--- src/rtl/updown_seq_pkg.sv ---
// updown_seq_pkg: shared state encoding and command mode constants for the up/down sequencer
package updown_seq_pkg;
  typedef enum logic [1:0] {
    IDLE   = 2'd0,
    RUN_UP = 2'd1,
    RUN_DN = 2'd2,
    DONE   = 2'd3
  } state_e;
  localparam logic [1:0] MODE_UP     = 2'b00;
  localparam logic [1:0] MODE_DOWN   = 2'b01;
  localparam logic [1:0] MODE_BOUNCE = 2'b10;
  localparam logic [1:0] MODE_RSVD   = 2'b11;
endpackage

--- src/rtl/updown_core.sv ---
// updown_core: modulo up/down counter with synchronous load taking priority over enable
module updown_core #(
  parameter int WIDTH = 4
) (
  input  logic             clk,
  input  logic             rst,
  input  logic             ld,
  input  logic [WIDTH-1:0] din,
  input  logic             en,
  input  logic             up,
  output logic [WIDTH-1:0] cout
);
  logic [WIDTH-1:0] cout_q, cout_d;
  always_comb cout_d = ld ? din : en ? (up ? cout_q + WIDTH'(1) : cout_q - WIDTH'(1)) : cout_q;
  always_ff @(posedge clk or posedge rst)
    if (rst) cout_q <= '0;
    else cout_q <= cout_d;
  assign cout = cout_q;
endmodule

--- src/rtl/updown_seq_ctrl.sv ---
// updown_seq_ctrl: accepts one start/target/mode command and steps a counter toward the target
module updown_seq_ctrl
  import updown_seq_pkg::*;
#(
  parameter int WIDTH = 4
) (
  input  logic             clk,
  input  logic             reset,
  input  logic             cmd_valid,
  output logic             cmd_ready,
  input  logic [1:0]       cmd_mode,
  input  logic [WIDTH-1:0] cmd_start,
  input  logic [WIDTH-1:0] cmd_target,
  input  logic             hold,
  output logic [WIDTH-1:0] cout,
  output logic             dir_up,
  output logic             busy,
  output logic             done,
  output logic             err
);
  state_e           state_q, state_d;
  logic [WIDTH-1:0] start_q, target_q, inc, dec, dn_end;
  logic [1:0]       mode_q;
  logic             err_q, ld, en, accept;
  assign accept = cmd_valid && cmd_ready;
  assign inc    = cout + WIDTH'(1);
  assign dec    = cout - WIDTH'(1);
  // a bounce run returns to its start value on the way down
  assign dn_end = mode_q == MODE_BOUNCE ? start_q : target_q;
  always_comb begin
    state_d = state_q;
    ld      = 1'b0;
    en      = 1'b0;
    case (state_q)
      IDLE: if (accept && cmd_mode != MODE_RSVD) begin
        ld      = 1'b1;
        state_d = cmd_start == cmd_target ? DONE : cmd_mode == MODE_DOWN ? RUN_DN : RUN_UP;
      end
      RUN_UP: if (!hold) begin
        en = 1'b1;
        if (inc == target_q) state_d = mode_q == MODE_BOUNCE ? RUN_DN : DONE;
      end
      RUN_DN: if (!hold) begin
        en = 1'b1;
        if (dec == dn_end) state_d = DONE;
      end
      default: state_d = IDLE;
    endcase
  end
  always_ff @(posedge clk or posedge reset)
    if (reset) begin
      state_q  <= IDLE;
      start_q  <= '0;
      target_q <= '0;
      mode_q   <= MODE_UP;
      err_q    <= 1'b0;
    end else begin
      state_q <= state_d;
      err_q   <= accept && cmd_mode == MODE_RSVD;
      if (ld) begin
        start_q  <= cmd_start;
        target_q <= cmd_target;
        mode_q   <= cmd_mode;
      end
    end
  updown_core #(.WIDTH(WIDTH)) u_core (
    .clk (clk),
    .rst (reset),
    .ld  (ld),
    .din (cmd_start),
    .en  (en),
    .up  (dir_up),
    .cout(cout)
  );
  assign cmd_ready = state_q == IDLE;
  assign dir_up    = state_q == RUN_UP;
  assign busy      = state_q != IDLE;
  assign done      = state_q == DONE;
  assign err       = err_q;
endmodule

--- config.mk ---
export PLATFORM = sky130hd
export DESIGN_NAME = updown_seq_ctrl
export DESIGN_NICKNAME = d
export VERILOG_FILES = /design/src/rtl/updown_seq_pkg.sv /design/src/rtl/updown_core.sv /design/src/rtl/updown_seq_ctrl.sv
export SDC_FILE = /design/constraint.sdc
export NUM_CORES = 1
export LEC_CHECK = 0
export BUFFER_PORTS_ARGS = -buffer_cell sky130_fd_sc_hd__buf_2
export CORE_MARGIN = 2
export CORE_UTILIZATION = 45
export DETAILED_ROUTE_END_ITERATION = 8
export PLACE_DENSITY = 0.68
export SYNTH_ARGS = -nofsm -noshare
export SYNTH_HDL_FRONTEND = slang
export SYNTH_SLANG_ARGS = --single-unit
export TNS_END_PERCENT = 100
--- constraint.sdc ---
create_clock -name clk -period 6.5 [get_ports clk]
set_input_delay 0 -clock clk [delete_from_list [all_inputs] [get_ports clk]]
set_output_delay 0 -clock clk [all_outputs]
set_load 0.02 [all_outputs]
Word level (Yosys, flattened, before mapping) --
Index checks and enable logic that the tools add are counted.
Word-level totals: register bits 17, input port bits 14, output and inout port bits 9, logic and storage cells 48
Cells by class: add/subtract/negate cells 2, eq/ne operators 15, mux-type cells 17, reductions and logical operators 8
Operator list (number):
- two-way mux 4 bit | 4
- two-way mux 2 bit | 7
- equality test 4 bit | 3
- != test 2 bit, second input constant | 5
- equality test 2 bit, second input constant | 4
- one-hot mux 2 bit (3 select lines) | 1
- two-way mux 1 bit | 5
- AND reduction 5 bit | 1
- adder 4 x 1 -> 4 bit, second input constant | 1
- equality test 2 x 1 -> 1 bit, second input constant | 2
- nonzero test 2 bit | 2
- subtractor 4 x 1 -> 4 bit, second input constant | 1
- logical AND 1 bit | 3
- zero test 2 bit | 1
- != test 2 x 1 -> 1 bit, second input constant | 1
- OR reduction 2 bit | 1

Depth between registers and ports, before layout --
word-level depth 6, gate-level depth with buffers 9

Cells and area by module --
From an unflattened synthesis, not the netlist that was laid out.
Unflattened totals: cell total of the unflattened synthesis 118, area total of the unflattened synthesis 1198.6 um2
By module, submodules not included:
- updown_seq_ctrl | times used 1, cells each 86, area an instance 868.3 um2
- updown_core | times used 1, cells each 32, area an instance 330.3 um2

Worst setup path before layout --
Ideal clock, no wire load.
path kind flip-flop to flip-flop, from register u_core.cout_q[0] (netlist: u_core.cout[0]), to register state_q[0], setup time 0.128 ns, arrival 2.088 ns, required time 6.372 ns, setup slack 4.285 ns, cell stages (with the launch flop) 10, buffers on the path 1, cell sequence dfrtp_1 -> buf_2 -> inv_1 -> ha_1 -> xnor2_1 -> nor3_1 -> a21oi_1 -> o31ai_2 -> nand4_1 -> mux2_1
On the way: cells in the longest elaborated chain, start to end 4, elaborated cells between the ends (all ways) 7
RTL lines:
- from (decl) | RTL line updown_core.sv:13 | logic [WIDTH-1:0] cout_q, cout_d;
- from (signal assigned) | RTL line updown_core.sv:17 | else cout_q <= cout_d;
- subtractor 4 x 1 -> 4 bit or adder 4 x 1 -> 4 bit (tied branches) | RTL line updown_seq_ctrl.sv:27, updown_seq_ctrl.sv:26
- equality test 4 bit (on tied branches) | RTL line updown_seq_ctrl.sv:45, updown_seq_ctrl.sv:41
- != test 2 bit (no source line)
- AND reduction 5 bit (no source line) *
- to (signal assigned) | RTL line updown_seq_ctrl.sv:58 | state_q <= state_d;
- to (decl) | RTL line updown_seq_ctrl.sv:21 | state_e state_q, state_d;
Mark *: on every way between the ends. The rest lies on a longest branch, timed or not. A chain may end at the register's enable or synchronous reset.

Worst setup path after layout --
Same ends and word-level chain as after synthesis.

==> flow_metrics.tcl <==
set metrics [dict create \
    status "complete, no violations" \
    initial_utilization 0.485 \
    power.density_nw_per_um2 494 \
    dr_total_vias 928 \
    wl_met2_mm 1.08 \
    cts_made_buffers 3 \
    die_h_microns 53.6 \
    finalHoldViolCount 0 \
    timing.rr.start "u_core.cout[0]" \
    min_period_ns 2.22 \
    max_clock_freq_ghz 0.450 \
    ys_seq_area_frac 0.385 \
    cpLargestDelayFamily "flip-flops" \
    critPathArrivalTime_ns 2.40 \
    rsz0062_at_grt "false" \
    drt-total-wl_mm 2.31 \
    m1WireLength_mm 1.11 \
    setup_viol_count_final 0 \
    gr-total-overflow 0 \
    clock_latency_ns 0.29 \
    power.leakage_nw 0.680 \
    min_path_type "in -> reg" \
    regArea_sq_um 425 \
    drive_above_1_share 0.180 \
    ys_ff_latch 17 \
    area_growth_pct 23.4 \
    syn-num-nets 148 \
    crit_path_end_kind "flip-flop" \
    drc_errors 0 \
    vias_per_cell 4.91 \
    dieArea_sq_um 2870 \
    cp-start-kind "flip-flop" \
    rows 17 \
    internal-power_w 0.000360 \
    slew_violations 0 \
    postRouteAntennaNets 0 \
    slew_headroom 0.566 \
    cts.sinks 17 \
    synth_warnings 0 \
    p_switching_w 0.000313 \
    worst_path_max_delay_cell "dfrtp_1" \
    clock_power_share 0.084 \
    syn_area_sq_um 1100 \
    port_buffers 22 \
    grt_pass1_wl_mm 4.00 \
    grt_usage 0.195 \
    ir_worst_vdd_uv 219 \
    multi_input_area_sq_um 633 \
    cp_num_buf_inv 1 \
    avgSynthCellArea_sq_um 8.63 \
    min-delay-start "cmd_valid" \
    ff2ff_path_depth 8 \
    routed.top_layer "met4" \
    place_hpwl_mm 1.67 \
    n_fill_cell 207 \
    crit_type "reg -> reg" \
    r2r_setup_slack_ns 4.28 \
    gp_congestion 0.782 \
    wl_met3_microns 78 \
    tns_ns 0 \
    root_buffer "clkbuf_4" \
    seqPwrFrac 0.319 \
    drt_iter0_drc 19 \
    first_global_vias 936 \
    clk_pin_slew_worst_paths_ns 0.10 \
    dr.pass1.iters 4 \
    io_pins 23 \
    antenna_cells 0 \
    final_area_sq_um 1360 \
    comb_power_share 0.596 \
    worst_pin_slew_ns 0.651 \
    postSynthCellCount 128 \
    cts_max_level 1 \
    nets 182 \
    clockBufferDepth 2 \
    min_path_cells 3 \
    grt_antenna_before_repair 0 \
    grt_max_degree 18 \
    critPathMaxFanout 9 \
    die_x_microns 53.6 \
    wl_per_cell_microns 12.2 \
    hold_end "err" \
    post_synth_num_cell_types 23 \
    placed_area_sq_um 1230 \
    maxCapViolCount 0 \
    fin_skew_ns 0.00264 \
    required_ns 6.68 \
    core_area_sq_um 2280 \
    netSwitchingFraction 0.465 \
    path_cells "inv_1 -> ha_1 -> xnor2_1 -> nor3_1 -> a21oi_1 -> o31ai_2 -> nand4_1 -> mux2_1" \
    cts_tree "done" \
    post-route-period-util 0.342 \
    regToRegEndpoint "state_q[0]" \
    slowest_delay_ns 0.58 \
]
## flip-flops by register name, indices dropped and copies added, names as in the netlist
| register | cells |
|---|---|
| mode_q | 2 |
| err | 1 |
| start_q | 4 |
| target_q | 4 |
| u_core.cout | 4 |
| state_q | 2 |
## worst max path at each step
stage / start / endpoint / slack, ns / cells past startpoint
floorplan: u_core.cout[0] / state_q[0] / 4.28 / 9
global placement: u_core.cout[0] / state_q[0] / 4.36 / 8
detailed placement: u_core.cout[0] / state_q[1] / 4.29 / 8
CTS: u_core.cout[0] / state_q[0] / 4.27 / 8
global route: u_core.cout[0] / state_q[1] / 4.08 / 8
finish: u_core.cout[0] / state_q[0] / 4.28 / 8
## what timing repair did
action | 4_1_cts | 5_1_grt
hold buffers | 11 | 0
hold endpoints to repair | 29 | 0
resized for setup | 0 | 0
buffers inserted | 0 | 0
## layout by cell type (no fill, tap or decap), types with 3 or more instances in the layout
master         synthesis  layout
a21oi_1                9       9
buf_2                  1      22
nand2b_1               4       4
dlygate4sd3_1          0      11
dfrtp_1               17      17
xor2_1                 9       9
nand2_1               30      30
ha_1                   6       6
inv_1                  6       6
o21ai_0                4       4
clkbuf_4               0       3
xnor2_1               11      11
nor2_1                13      13
mux2i_1                3       3
## worst reg2reg max path: cells and delay by family (launching register included)
family / cells / cell delay, ns
simple gates: 2 / 0.32
fa+ha+maj: 1 / 0.37
buf+inv: 1 / 0.09
mux: 1 / 0.34
flops: 1 / 0.58
xor+xnor: 1 / 0.15
compound gates: 2 / 0.28
## routing by layer
metal / global-route usage / vias up
li1: - / 476
met5: 0 / -
met4: 0.0897 / 0
met1: 0.248 / 427
met3: 0.0167 / 4
met2: 0.335 / 21
## kinds of logic (layout without fill, tap and decap cells)
logic type | after synthesis | after routing | share of synthesized area
simple gates | 56 | 56 | 0.229
xor+xnor | 20 | 20 | 0.159
flops | 17 | 17 | 0.385
compound gates | 14 | 14 | 0.0702
buf+inv | 10 | 43 | 0.0419
fa+ha+maj | 6 | 6 | 0.0679
mux | 5 | 5 | 0.0476
## per-stage QoR
stage | worst slack (ns) | total power, W | cells | hold WS, ns | utilization
6_report | 4.28 | 0.000673 | 189 | 0.0229 | 0.599
5_1_grt | 4.08 | 0.000740 | 189 | 0.0506 | 0.599
4_1_cts | 4.27 | 0.000677 | 189 | 0.0174 | 0.599
3_5_place_dp | 4.29 | 0.000613 | 174 | 0.121 | 0.539
3_3_place_gp | 4.36 | 0.000606 | 174 | 0.110 | 0.539
2_1_floorplan | 4.28 | 0.000535 | 128 | -0.0739 | -
## power groups by stage
stage	Combinational, W	Sequential [W]	Clock (W)
after CTS	0.000404	0.000215	0.0000584
after floorplan	0.000326	0.000209	0
after detailed placement	0.000395	0.000218	0
after global placement	0.000391	0.000215	0
final	0.000402	0.000215	0.0000567
after global routing	0.000455	0.000223	0.0000614
## Yosys cell counts, drive strengths merged
cell | n | area, sq um
nand2 | 30 | 113
dfrtp | 17 | 425
nor2 | 13 | 48.8
xnor2 | 11 | 96.3
a21oi | 9 | 45.0
xor2 | 9 | 78.8
ha | 6 | 75.1
inv | 6 | 22.5
nand2b | 5 | 33.8
o21ai | 4 | 20.0
mux2i | 3 | 30.0
buf | 2 | 16.3
clkbuf | 2 | 7.51
mux2 | 2 | 22.5
nand3 | 2 | 10.0
nand4 | 2 | 12.5
nor3 | 2 | 21.3
nand3b | 1 | 7.51
nor4 | 1 | 6.26
o31ai | 1 | 12.5
## cell type report
type,instances,share of cell area
timing repair buffer,33,0.161
clock inverter,1,0.00367
clock buffer,3,0.0165
inverter,6,0.0165
tap,28,0.0257
multi-input combinational,101,0.464
sequential,17,0.312
Power figures use the tool's default switching activity.
